--- src/rtl/bcd_entry_pad.sv ---
// Decimal entry pad. Four debounced push-buttons edit a packed-BCD operand.
// The operand is scanned onto a time-multiplexed, active-low 7-segment display.
module bcd_entry_pad #(
    parameter  int DIGITS    = 4,
    parameter  int DB_CYCLES = 1000000,
    parameter  int SCAN_DIV  = 100000,
    parameter  int SAT_MODE  = 0,
    localparam int SEL_W     = (DIGITS > 1) ? $clog2(DIGITS) : 1
) (
    input  logic                clk,
    input  logic                reset,
    input  logic                btn_inc,
    input  logic                btn_dec,
    input  logic                btn_sel,
    input  logic                btn_clr,
    output logic [4*DIGITS-1:0] value,
    output logic [SEL_W-1:0]    sel_digit,
    output logic                changed,
    output logic [6:0]          seg,
    output logic                dp,
    output logic [DIGITS-1:0]   an
);
    localparam int CNT_W  = $clog2(DB_CYCLES);
    localparam int SCAN_W = (SCAN_DIV > 1) ? $clog2(SCAN_DIV) : 1;
    localparam int B_INC  = 0;
    localparam int B_DEC  = 1;
    localparam int B_SEL  = 2;
    localparam int B_CLR  = 3;

    logic [3:0]       raw;
    logic [3:0]       sync1_q, sync2_q, db_q, db_prev_q, pulse_q;
    logic [CNT_W-1:0] db_cnt_q [4];

    logic [4*DIGITS-1:0] value_d, value_q;
    logic [SEL_W-1:0]    sel_d, sel_q, idx_q;
    logic [SCAN_W-1:0]   scan_cnt_q;
    logic                changed_q, dp_q;
    logic [6:0]          seg_q;
    logic [DIGITS-1:0]   an_q;
    logic [3:0]          cur_digit, shown_digit;

    assign raw = {btn_clr, btn_sel, btn_dec, btn_inc};

    function automatic logic [3:0] step_digit(input logic [3:0] d, input logic up);
        if (up) begin
            if (d >= 4'd9) return (SAT_MODE != 0) ? 4'd9 : 4'd0;
            return d + 4'd1;
        end
        if (d == 4'd0) return (SAT_MODE != 0) ? 4'd0 : 4'd9;
        return d - 4'd1;
    endfunction

    function automatic logic [6:0] seg_decode(input logic [3:0] d);
        case (d)
            4'd0:    return 7'b0000001;
            4'd1:    return 7'b1001111;
            4'd2:    return 7'b0010010;
            4'd3:    return 7'b0000110;
            4'd4:    return 7'b1001100;
            4'd5:    return 7'b0100100;
            4'd6:    return 7'b0100000;
            4'd7:    return 7'b0001111;
            4'd8:    return 7'b0000000;
            4'd9:    return 7'b0000100;
            default: return 7'b1111111;
        endcase
    endfunction

    // Input path: synchroniser, debounce (db changes after DB_CYCLES mismatching cycles), rising-edge pulse.
    always_ff @(posedge clk or posedge reset) begin
        if (reset) begin
            sync1_q   <= '0;
            sync2_q   <= '0;
            db_q      <= '0;
            db_prev_q <= '0;
            pulse_q   <= '0;
            for (int b = 0; b < 4; b++) db_cnt_q[b] <= '0;
        end else begin
            // NOTE: non-blocking assignments keep each stage reading the previous cycle's value.
            sync1_q   <= raw;
            sync2_q   <= sync1_q;
            db_prev_q <= db_q;
            pulse_q   <= db_q & ~db_prev_q;
            for (int b = 0; b < 4; b++) begin
                if (sync2_q[b] == db_q[b]) begin
                    db_cnt_q[b] <= '0;
                end else if (db_cnt_q[b] == CNT_W'(DB_CYCLES - 1)) begin
                    db_q[b]     <= sync2_q[b];
                    db_cnt_q[b] <= '0;
                end else begin
                    db_cnt_q[b] <= db_cnt_q[b] + CNT_W'(1);
                end
            end
        end
    end

    assign cur_digit   = value_q[4*sel_q +: 4];
    assign shown_digit = value_q[4*idx_q +: 4];

    always_comb begin
        // NOTE: defaults first so every path assigns both outputs and no latch is inferred.
        value_d = value_q;
        sel_d   = sel_q;
        if (pulse_q[B_CLR]) begin
            value_d = '0;
        end else begin
            if (pulse_q[B_INC] && !pulse_q[B_DEC])
                value_d[4*sel_q +: 4] = step_digit(cur_digit, 1'b1);
            else if (pulse_q[B_DEC] && !pulse_q[B_INC])
                value_d[4*sel_q +: 4] = step_digit(cur_digit, 1'b0);
            if (pulse_q[B_SEL])
                sel_d = (sel_q == SEL_W'(DIGITS - 1)) ? '0 : sel_q + SEL_W'(1);
        end
    end

    always_ff @(posedge clk or posedge reset) begin
        if (reset) begin
            value_q    <= '0;
            sel_q      <= '0;
            changed_q  <= 1'b0;
            scan_cnt_q <= '0;
            idx_q      <= '0;
            an_q       <= ~DIGITS'(1);
            seg_q      <= 7'b0000001;
            dp_q       <= 1'b0;
        end else begin
            value_q   <= value_d;
            sel_q     <= sel_d;
            changed_q <= (value_d != value_q);
            if (scan_cnt_q == SCAN_W'(SCAN_DIV - 1)) begin
                scan_cnt_q <= '0;
                idx_q      <= (idx_q == SEL_W'(DIGITS - 1)) ? '0 : idx_q + SEL_W'(1);
            end else begin
                scan_cnt_q <= scan_cnt_q + SCAN_W'(1);
            end
            // Display drivers lag the scan index and operand by one cycle, all together.
            an_q  <= ~(DIGITS'(1) << idx_q);
            seg_q <= seg_decode(shown_digit);
            dp_q  <= (idx_q != sel_q);
        end
    end

    assign value     = value_q;
    assign sel_digit = sel_q;
    assign changed   = changed_q;
    assign seg       = seg_q;
    assign dp        = dp_q;
    assign an        = an_q;
endmodule

--- config.mk ---
export PLATFORM = sky130hd
export DESIGN_NAME = bcd_entry_pad
export DESIGN_NICKNAME = d
export VERILOG_FILES = /design/src/rtl/bcd_entry_pad.sv
export SDC_FILE = /design/constraint.sdc
export NUM_CORES = 1
export LEC_CHECK = 0
export BUFFER_PORTS_ARGS = -buffer_cell sky130_fd_sc_hd__buf_2
export CAP_MARGIN = 20
export CORE_ASPECT_RATIO = 0.8
export CORE_MARGIN = 4
export CORE_UTILIZATION = 28
export CTS_CLUSTER_SIZE = 24
export DETAILED_ROUTE_END_ITERATION = 16
export PLACE_DENSITY = 0.48
export RECOVER_POWER = 100
export SLEW_MARGIN = 0
export SYNTH_ARGS = -nofsm -noshare
export SYNTH_HDL_FRONTEND = slang
export SYNTH_SLANG_ARGS = --single-unit
--- constraint.sdc ---
create_clock -name clk -period 4.8 [get_ports clk]
set_clock_uncertainty 0.2 [all_clocks]
set_input_delay 0.96 -clock clk [delete_from_list [all_inputs] [get_ports clk]]
set_output_delay 0.96 -clock clk [all_outputs]
set_load 0.02 [all_outputs]
==> results.md, run 1 <==
* Status: complete, but fails checks
* Failing checks: max-capacitance violations, max-slew violations
* Starting Density at 28.37%
* CP arrival at 4.51 ns
* WHS Endpoint: sync2_q[1]$_DFF_PP0_
* Clk pwr share at 51.5%
* Worst R2R Path Depth at 11
* Crit path capture type: flip-flop
* Hold_sp: sync1_q[1]$_DFF_PP0_
* EDFF count, synth at 0
* Hold Crit Class: flip-flop to flip-flop
* Startpoint Class: flip-flop
* Synth top area share at 44.07%
* DRC violations left at 0
* P&R area growth vs syn at 13.54%
* Leak at 3.932 nW
* Cell Pwr Density at 293.1 nW/um2
* PortBufs at 36
* Setup violations, final at 0
* Via count at 6,409
* MaxCap Viol Count at 1
* CTS Buf Count at 17
* Hold Crit Depth at 0
* Power Internal at 2.142 mW
* Final Core Density at 32.22%
* Synth warnings at 0
* RSZ-0062 raised after global routing: no
* Flop pwr share at 46.6%
* Hold bufs inserted after CTS at 0
* Routed length per instance at 16.22 um
* Top cells by area, synth: dfrtp_1, nor2_1, xor2_1
* CTS resizes at 0
* Ant diodes at 0
* Crit Path Category: flip-flop to flip-flop
* Die Y at 161.9 um
* Predominant post-synthesis flop cell: dfrtp_1
* TritonRoute pass-1 iters at 5
* Register area share after synthesis at 45.34%
* CTS tree: done
* Die ar. at 32,440 um2
* Crit-path max FO at 14
* DR vias/cell at 5.011
* CTS max path bufs at 2
* Share of cells above drive strength 1 at 7.761%
* Logic gate share of total power at 1.9%
* Reg2Reg Launch Point: sel_digit[1]$_DFFE_PP0P_
* Worst skew pair latency at 0.43 ns
* Sinks on Clock Net at 150
* Hold Fails Final Rpt at 0
* H-tree levels at 4
* Setup TNS at 0 ns
* Synth unique cells at 73
* Tcrit/Tclk final at 91.80%
* Post-CTS setup buffers at 0
* Peak VDD IR at 0.2559 mV
* I/O pin cnt at 37
* Yosys reg bits at 150
* Clock-pin slew on the worst setup and hold paths at 0.07 ns
* Post-Syn Nets at 893
* Hpwl dp at 13,750 um
* Worst slew pin tran at 2.092 ns
* Total net switching power at 616.1 uW
* Gate Count Post-Synth at 862
* Max Slew Vio Count at 151
* Minimum clock period at 4.407 ns
* Antenna violations before repair at 0
* Final WL at 20,740 um
* Remaining Overflow, GRT at 0
* Netlist Area Pre-Place at 8290 um2
* Vias in the first global route at 6,065
* Fraction of registers with async set/reset at 100.0%
* Core area at 29,220 um2
* Rel. slew slack at -39.46%
* Synth area leader: dfrtp_1
* R2r endpoint: changed$_DFF_PP0_
* Reg2reg setup slack at 0.39 ns
* Drt initial violations at 487
* Fmax at 0.2269 GHz
* First-pass GRT wire length at 33,710 um
* FILL cells at 3,012
* Sw Share at 22.33%
* DIE WIDTH at 200.4 um
* Largest net degree at the start of global routing at 151
* Worst EP required at 4.91 ns
* ANT nets after route at 0
* CTS root buf: clkbuf_16
* Layout net count at 920
* GRT Total Usage at 12.93%
* Synth Area per Inst at 9.618 um2
* Site Rows at 56
* Routability cong. at 0.9374
## metal layers
layer	vias up	routed length, um	GRT usage (%)
met3	33	1116	3.154
met4	0	480	4.628
met1	3100	10400	18.77
met5	-	0	0
met2	158	8740	18.82
li1	3118	-	-
## power by group through the flow
stage               registers [mW]  clock network (mW)  logic [mW]
floorplan                     1.31                   0      0.0409
detailed placement            1.31                   0      0.0586
global placement              1.31                   0      0.0588
finish                        1.29                1.42      0.0526
CTS                           1.29                1.47      0.0587
global route                  1.29                1.53      0.0642
## Yosys cell counts (all sizes together) (5+ instances only)
master and count:
a2111oi 6, o21ai 29, xor2 47, nor4b 5
nor2b 13, ha 25, and3 24, and4 8
mux2i 5, nand3 51, inv 31, buf 6
or3 12, and2 5, dfrtp 146, nand4 17
clkbuf 30, nor2 113, nand2b 15, nor4 12
a21oi 38, o22ai 6, xnor2 43, a221o 5
a211oi 12, nor3 9, nand2 63, mux4 7
a31oi 5, mux2 8
## how the worst max path moves through the flow
| stage | from | end | slack [ns] | cells past startpoint |
|---|---|---|---|---|
| floorplan | sel_digit[0]$_DFFE_PP0P_ | changed$_DFF_PP0_ | 1.12 | 13 |
| global placement | sel_digit[1]$_DFFE_PP0P_ | changed$_DFF_PP0_ | 0.91 | 11 |
| detailed placement | sel_digit[1]$_DFFE_PP0P_ | changed$_DFF_PP0_ | 0.85 | 11 |
| CTS | sel_digit[1]$_DFFE_PP0P_ | changed$_DFF_PP0_ | 0.87 | 11 |
| global route | sel_digit[1]$_DFFE_PP0P_ | changed$_DFF_PP0_ | 0.30 | 11 |
| finish | sel_digit[1]$_DFFE_PP0P_ | changed$_DFF_PP0_ | 0.39 | 11 |
## per-stage QoR
stage | hold slack, ns | power, mW | setup slack [ns] | area (um2) | instances
finish | 0.1471 | 2.758 | 0.3935 | 9413 | 1279
CTS | 0.1508 | 2.813 | 0.8703 | 9487 | 1279
global route | 0.1555 | 2.882 | 0.2958 | 9413 | 1279
floorplan | 0.1312 | 1.348 | 1.120 | 8294 | 862
detailed placement | 0.1364 | 1.368 | 0.8520 | 8864 | 1247
global placement | 0.1355 | 1.368 | 0.9055 | 8864 | 1247
## flip-flops by register name, summed over array words and instances, names as in the netlist
name / count
pulse_q: 4
dp: 1
db_q: 4
changed: 1
seg: 7
an: 4
db_prev_q: 4
idx_q: 2
sync1_q: 4
value: 16
sync2_q: 4
db_cnt_q: 80
sel_digit: 2
scan_cnt_q: 17
## cells in the final DEF (no fill, tap or decap), drive strengths merged, types with 6 or more instances in the layout
cell type,synthesis,final
or3,12,12
a2111oi,6,6
o21ai,29,29
mux4,7,7
nand4,17,17
xnor2,43,43
dfrtp,146,146
nand2b,15,15
inv,31,34
nor2b,13,13
and4,8,8
xor2,47,47
and3,24,24
nand3,51,51
ha,25,25
buf,6,10
mux2,8,8
a211oi,12,12
nand2,63,63
nor2,113,113
nor3,9,9
a21oi,38,38
clkbuf,30,54
nor4,12,12
o22ai,6,6
## final cells by class
| type | count | area (um2) | share of cell area, % |
|---|---|---|---|
| Multi-Input combinational cell | 643 | 4235 | 45.00 |
| Sequential cell | 150 | 3759 | 39.93 |
| Tap cell | 377 | 471.7 | 5.011 |
| Clock buffer | 20 | 456.7 | 4.852 |
| Timing Repair Buffer | 44 | 196.4 | 2.087 |
| Clock inverter | 12 | 166.4 | 1.768 |
| Inverter | 33 | 127.6 | 1.356 |
## cells by family (layout without fill, tap and decap cells)
| family | count (synthesis) | after routing | synth area share (%) |
|---|---|---|---|
| multiplexers | 20 | 20 | 3.592 |
| AO/OA/AOI/OAI | 137 | 137 | 11.32 |
| adder cells (fa/ha/maj) | 25 | 25 | 3.773 |
| XOR/XNOR | 90 | 90 | 9.508 |
| AND/OR/NAND/NOR | 371 | 371 | 23.11 |
| flip-flops | 150 | 150 | 45.34 |
| buffers and inverters | 69 | 109 | 3.365 |
## worst max-delay path, cell delays in order (launching register included)
cell	delay (ns)
dfrtp_1	0.68
mux4_2	0.47
inv_1	0.10
ha_1	0.22
nor2b_1	0.15
a221o_1	0.41
o21ai_0	0.86
a2111oi_1	0.20
a311oi_1	0.38
nand4_1	0.15
nor4_1	0.36
nand3_1	0.10
Power figures use the tool's default switching activity.
==> run 2: changes to the inputs <==
==> constraint.sdc (replaced) <==
create_clock -name clk -period 4.05 [get_ports clk]
set_clock_uncertainty 0.2 [all_clocks]
set_input_delay 0.81 -clock clk [delete_from_list [all_inputs] [get_ports clk]]
set_output_delay 0.81 -clock clk [all_outputs]
set_load 0.02 [all_outputs]
==> run 2 against run 1 <==
Against the previous run:
- hold slack improved by 0.0042 ns
- setup slack got worse by 0.14 ns
- maximum frequency increased by 16%
- first-iteration DRC count up 11%
- utilization increased by 0.58 points
- the run still ends with max-capacitance violations, max-slew violations left
- register-to-register slack worse by 0.14 ns
- critical endpoint unchanged
- final area increased by 1.8%
==> results.md, run 2 (same netlist as run 1, synthesis figures left out) <==
* Routability cong. at 0.9435
* Clk pwr share at 51.6%
* Peak VDD IR at 0.2819 mV
* Failing checks: max-capacitance violations, max-slew violations
* Status: complete, but fails checks
* DIE WIDTH at 200.4 um
* Reg with most FFs: db_cnt_q
* Antenna violations before repair at 0
* MaxCap Viol Count at 2
* PortBufs at 36
* Via count at 6,401
* CTS tree: done
* Logic gate share of total power at 2.0%
* Leak at 4.051 nW
* Clock-pin slew on the worst setup and hold paths at 0.06 ns
* Sinks on Clock Net at 150
* Startpoint Class: flip-flop
* Max Slew Vio Count at 63
* Flop pwr share at 46.4%
* DRC violations left at 0
* TritonRoute pass-1 iters at 5
* Rel. slew slack at -18.55%
* Core area at 29,220 um2
* Setup violations, final at 0
* Reg2reg setup slack at 0.25 ns
* Power Internal at 2.544 mW
* Crit-path max FO at 21
* GRT Total Usage at 13.08%
* Commonest cells after routing, fill and taps aside: dfrtp_1, nor2_1, nand2_1
* Routed length per instance at 16.21 um
* Hpwl dp at 14,740 um
* Placed cell areas at 9024 um2
* Final Total Pwr at 3.282 mW
* Worst skew pair latency at 0.43 ns
* P&R area growth vs syn at 15.58%
* Cells after DPL at 1,265
* First-pass GRT wire length at 34,330 um
* Drt initial violations at 540
* Vias in the first global route at 6,129
* Setup TNS at 0 ns
* Tcrit/Tclk final at 93.72%
* Sw Share at 22.51%
* Worst EP required at 4.14 ns
* Site Rows at 56
* Non-filler cells, final at 1,298
* I/O pin cnt at 37
* Fmax at 0.2635 GHz
* Worst slew pin tran at 1.778 ns
* CTS Buf Count at 17
* RSZ-0062 raised after global routing: no
* Remaining Overflow, GRT at 0
* Final WL at 21,040 um
* Cell Pwr Density at 342.6 nW/um2
* Total net switching power at 738.9 uW
* DR vias/cell at 4.931
* CP arrival at 3.88 ns
* Final instance area at 9582 um2
* Hold bufs inserted after CTS at 0
* Commonest non-fill, non-tap cell in the layout: dfrtp_1
* H-tree levels at 4
* CTS root buf: clkbuf_16
* Crit path capture type: flip-flop
* Hold Fails Final Rpt at 0
* Die Y at 161.9 um
* Hold Crit Class: flip-flop to flip-flop
* Max reg flops at 80
* Starting Density at 28.37%
* Ant diodes at 0
* Die ar. at 32,440 um2
* Minimum clock period at 3.796 ns
* Largest net degree at the start of global routing at 47
* Share of cells above drive strength 1 at 9.881%
* ANT nets after route at 0
* Crit Path Category: flip-flop to flip-flop
* CTS max path bufs at 2
* Layout net count at 939
run 2: layer usage:
layer | vias up | global-route usage, % | share of wire (%)
met4 | 0 | 3.659 | 1.4
met2 | 171 | 18.66 | 43
met5 | - | 0 | 0
met1 | 3075 | 20.02 | 51
met3 | 20 | 2.675 | 5.4
li1 | 3135 | - | -
run 2: power by group through the flow:
stage               clock (mW)  combinational [mW]  sequential, mW
floorplan                    0              0.0485            1.55
global placement             0              0.0750            1.55
detailed placement           0              0.0748            1.55
CTS                       1.74              0.0750            1.52
global route              1.81              0.0813            1.52
finish                    1.69              0.0661            1.52
run 2: worst paths after layout:
check                      depth (start not counted)                     end                      from
setup / recovery                                   8       changed$_DFF_PP0_  sel_digit[0]$_DFFE_PP0P_
hold / removal                                     0    sync2_q[1]$_DFF_PP0_      sync1_q[1]$_DFF_PP0_
min in group asynchronous                          2  db_cnt_q[62]$_DFF_PP0_                     reset
max in group asynchronous                          4  db_cnt_q[56]$_DFF_PP0_                     reset
setup reg to reg                                   8       changed$_DFF_PP0_  sel_digit[0]$_DFFE_PP0P_
hold reg to reg                                    0    sync2_q[1]$_DFF_PP0_      sync1_q[1]$_DFF_PP0_
run 2: worst max-delay path, cell delays in order (launching register included):
cell and delay, ns:
dfrtp_1 0.42, buf_4 0.31, mux4_2 0.68, nor4b_1 0.21, a211oi_1 0.75, and2_1 0.33
o21ai_0 0.14, a2111oi_0 0.48, nand3_1 0.13
run 2: metrics by stage:
stage,util [%],setup WS [ns],hold slack (ns)
finish,32.79,0.2543,0.1513
global placement,30.88,0.2659,0.1366
CTS,33.02,0.1834,0.1560
floorplan,-,0.3700,0.1312
global route,32.79,0.01368,0.1652
detailed placement,30.88,0.1799,0.1412
run 2: cell type report:
class	count	area [um2]
Timing Repair Buffer	63	337.8
Sequential cell	150	3759
Multi-Input combinational cell	643	4265
Clock inverter	12	166.4
Inverter	33	125.1
Tap cell	377	471.7
Fill cell	2977	19640
Clock buffer	20	456.7
run 2: repair_timing:
item,in CTS,in global routing
buffers inserted,0,0
resized for setup,0,3
setup endpoints to repair,0,1
==> run 3: changes to the inputs <==
--- a/config.mk
+++ b/config.mk
@@ -9,10 +9,9 @@
 export CAP_MARGIN = 20
 export CORE_ASPECT_RATIO = 0.8
 export CORE_MARGIN = 4
-export CORE_UTILIZATION = 28
-export CTS_CLUSTER_SIZE = 24
+export CORE_UTILIZATION = 55
 export DETAILED_ROUTE_END_ITERATION = 16
-export PLACE_DENSITY = 0.48
+export PLACE_DENSITY = 0.79
 export RECOVER_POWER = 100
 export SLEW_MARGIN = 0
 export SYNTH_ARGS = -nofsm -noshare
==> run 3 against run 2 <==
Against the previous run:
- the flow still finishes with violations (max-capacitance violations, max-slew violations)
- critical path type unchanged
- sequential share of layout area increased by 1.6 points
- clock power down 13%
- highest routed layer unchanged
- first-iteration DRC count grew 33%
- count of clock-buffer cells in the layout is 3 higher
- global-route usage up 9.8 points
- largest cell class unchanged
- routed wire length shrank 8.2%
- power down 7.0%
- critical path depth grew 4
- setup slack got worse by 0.018 ns
- combinational power down 6.4%
- non-clock buffer count decreased by 4
==> results.md, run 3 (same netlist as run 1, synthesis figures left out) <==
* Status: complete, but fails checks
* Failing checks: max-capacitance violations, max-slew violations
* PortBufs at 36
* Clk pwr share at 48.0%
* Sw Share at 21.46%
* Routability cong. at 1.020
* Leak at 3.977 nW
* Largest net degree at the start of global routing at 46
* Cells along the critical path: buf_4, inv_1, ha_1, nor4bb_1, clkbuf_1, nand2_1, a21oi_1, and4_1, a2bb2oi_1, nand4_1, nor4_1, nand3_1
* CP max stage cell: ha_1
* Starting Density at 57.01%
* CTS root buf: clkbuf_16
* DIE WIDTH at 145.3 um
* GRT Total Usage at 22.93%
* Place WS at 0.3284 ns
* CP max stage delay at 0.43 ns
* DR vias/cell at 6.037
* Total net switching power at 655.3 uW
* CTS tree: done
* Remaining Overflow, GRT at 0
* TritonRoute pass-1 iters at 6
* Hold_sp: sync1_q[3]$_DFF_PP0_
* Hold Crit Class: flip-flop to flip-flop
* Post-CTS setup buffers at 0
* Max reg flops at 80
* Drt initial violations at 716
* Largest delay share family, worst path: simple AND/OR/NAND/NOR gates
* P&R area growth vs syn at 10.97%
* Crit path capture type: flip-flop
* Layout net count at 935
* Sinks on Clock Net at 150
* Rel. slew slack at -18.06%
* Reg2reg setup slack at 0.24 ns
* DRC violations left at 0
* Reg with most FFs: db_cnt_q
* Final instance area at 9200 um2
* Peak VDD IR at 0.3866 mV
* Worst EP required at 4.13 ns
* Final WL at 19,310 um
* I/O pin cnt at 37
* WHS Endpoint: sync2_q[3]$_DFF_PP0_
* ANT nets after route at 0
* FILL cells at 1,173
* CTS max path bufs at 2
* Power Internal at 2.399 mW
* CP arrival at 3.89 ns
* Die ar. at 17,110 um2
* Worst slew pin tran at 1.761 ns
* Crit-path max FO at 21
* Worst R2R Path Depth at 12
* Setup TNS at 0 ns
* Via count at 6,635
* Placed cell areas at 8747 um2
* Flop pwr share at 49.9%
* Logic gate share of total power at 2.0%
* Final worst slack at 0.2359 ns
* H-tree levels at 4
* Crit Path Category: flip-flop to flip-flop
* Commonest non-fill, non-tap cell in the layout: dfrtp_1
* Ant diodes at 0
* Hold bufs inserted after CTS at 0
* Commonest cells after routing, fill and taps aside: dfrtp_1, nor2_1, nand2_1
* Routed length per instance at 17.57 um
* Minimum clock period at 3.814 ns
* Hold Crit Depth at 0
* Fmax at 0.2622 GHz
* Worst skew pair latency at 0.42 ns
* R2r endpoint: changed$_DFF_PP0_
* CTS Buf Count at 17
* Startpoint Class: flip-flop
* Setup violations, final at 0
* Vias in the first global route at 6,421
* Tcrit/Tclk final at 94.18%
* Share of cells above drive strength 1 at 8.962%
* Clock-pin slew on the worst setup and hold paths at 0.06 ns
* WP buf/inv at 3
* Antenna violations before repair at 0
* Cell Pwr Density at 332.0 nW/um2
* Core area at 14,540 um2
* MaxCap Viol Count at 1
* Reg2Reg Launch Point: sel_digit[0]$_DFFE_PP0P_
* CTS resizes at 0
* First-pass GRT wire length at 32,110 um
* Hpwl dp at 13,380 um
* Die Y at 117.8 um
* RSZ-0062 raised after global routing: no
* Max Slew Vio Count at 43
* Hold Fails Final Rpt at 0
* Site Rows at 39
-- run 3: cell count changes in the layout (fill, tap and decap cells not counted), sizes merged --
cell      change
buf           -6
bufinv        -2
clkbuf        +5
clkinv        -1
clkinvlp      +1
inv           -3
-- run 3: power groups by stage --
| stage | clock network [mW] | logic, mW | registers, mW |
|---|---|---|---|
| floorplan | 0 | 0.0485 | 1.55 |
| global placement | 0 | 0.0688 | 1.55 |
| detailed placement | 0 | 0.0699 | 1.55 |
| CTS | 1.50 | 0.0701 | 1.52 |
| global route | 1.57 | 0.0740 | 1.53 |
| finish | 1.47 | 0.0619 | 1.52 |
-- run 3: how the worst max path moves through the flow --
stage	start	to	slack [ns]	cells after the start
after floorplan	sel_digit[0]$_DFFE_PP0P_	changed$_DFF_PP0_	0.37	13
after global routing	value[9]$_DFF_PP0_	changed$_DFF_PP0_	0.05	11
after global placement	value[13]$_DFF_PP0_	changed$_DFF_PP0_	0.30	11
after detailed placement	value[13]$_DFF_PP0_	changed$_DFF_PP0_	0.33	11
after CTS	value[13]$_DFF_PP0_	changed$_DFF_PP0_	0.32	11
final	sel_digit[0]$_DFFE_PP0P_	changed$_DFF_PP0_	0.24	12
-- run 3: final cells by class --
cell class                      instances  area (um2)  area share, %
Clock buffer                           23       467.9          5.086
Clock inverter                          7       73.82         0.8024
Inverter                               33       125.1          1.360
Multi-Input combinational cell        643        4253          46.23
Sequential cell                       150        3759          40.85
Tap cell                              184       230.2          2.502
Timing Repair Buffer                   59       291.5          3.169
-- run 3: stage by stage --
step	util, %	total power [mW]	std cells	hold slack, ns
2_1_floorplan	-	1.597	862	0.1312
3_3_place_gp	60.15	1.619	1069	0.1357
3_5_place_dp	60.15	1.621	1069	0.1356
4_1_cts	63.88	3.090	1099	0.1490
5_1_grt	63.27	3.169	1099	0.1519
6_report	63.27	3.054	1099	0.1462
-- run 3: routing by layer --
layer / share of wire, % / wire [um] / global-route usage, % / up-vias
met1: 46 / 8851 / 32.98 / 3185
met4: 2.2 / 416 / 8.422 / 0
met5: 0 / 0 / 0 / -
met2: 44 / 8415 / 33.62 / 276
li1: - / - / - / 3127
met3: 8.4 / 1623 / 5.928 / 47
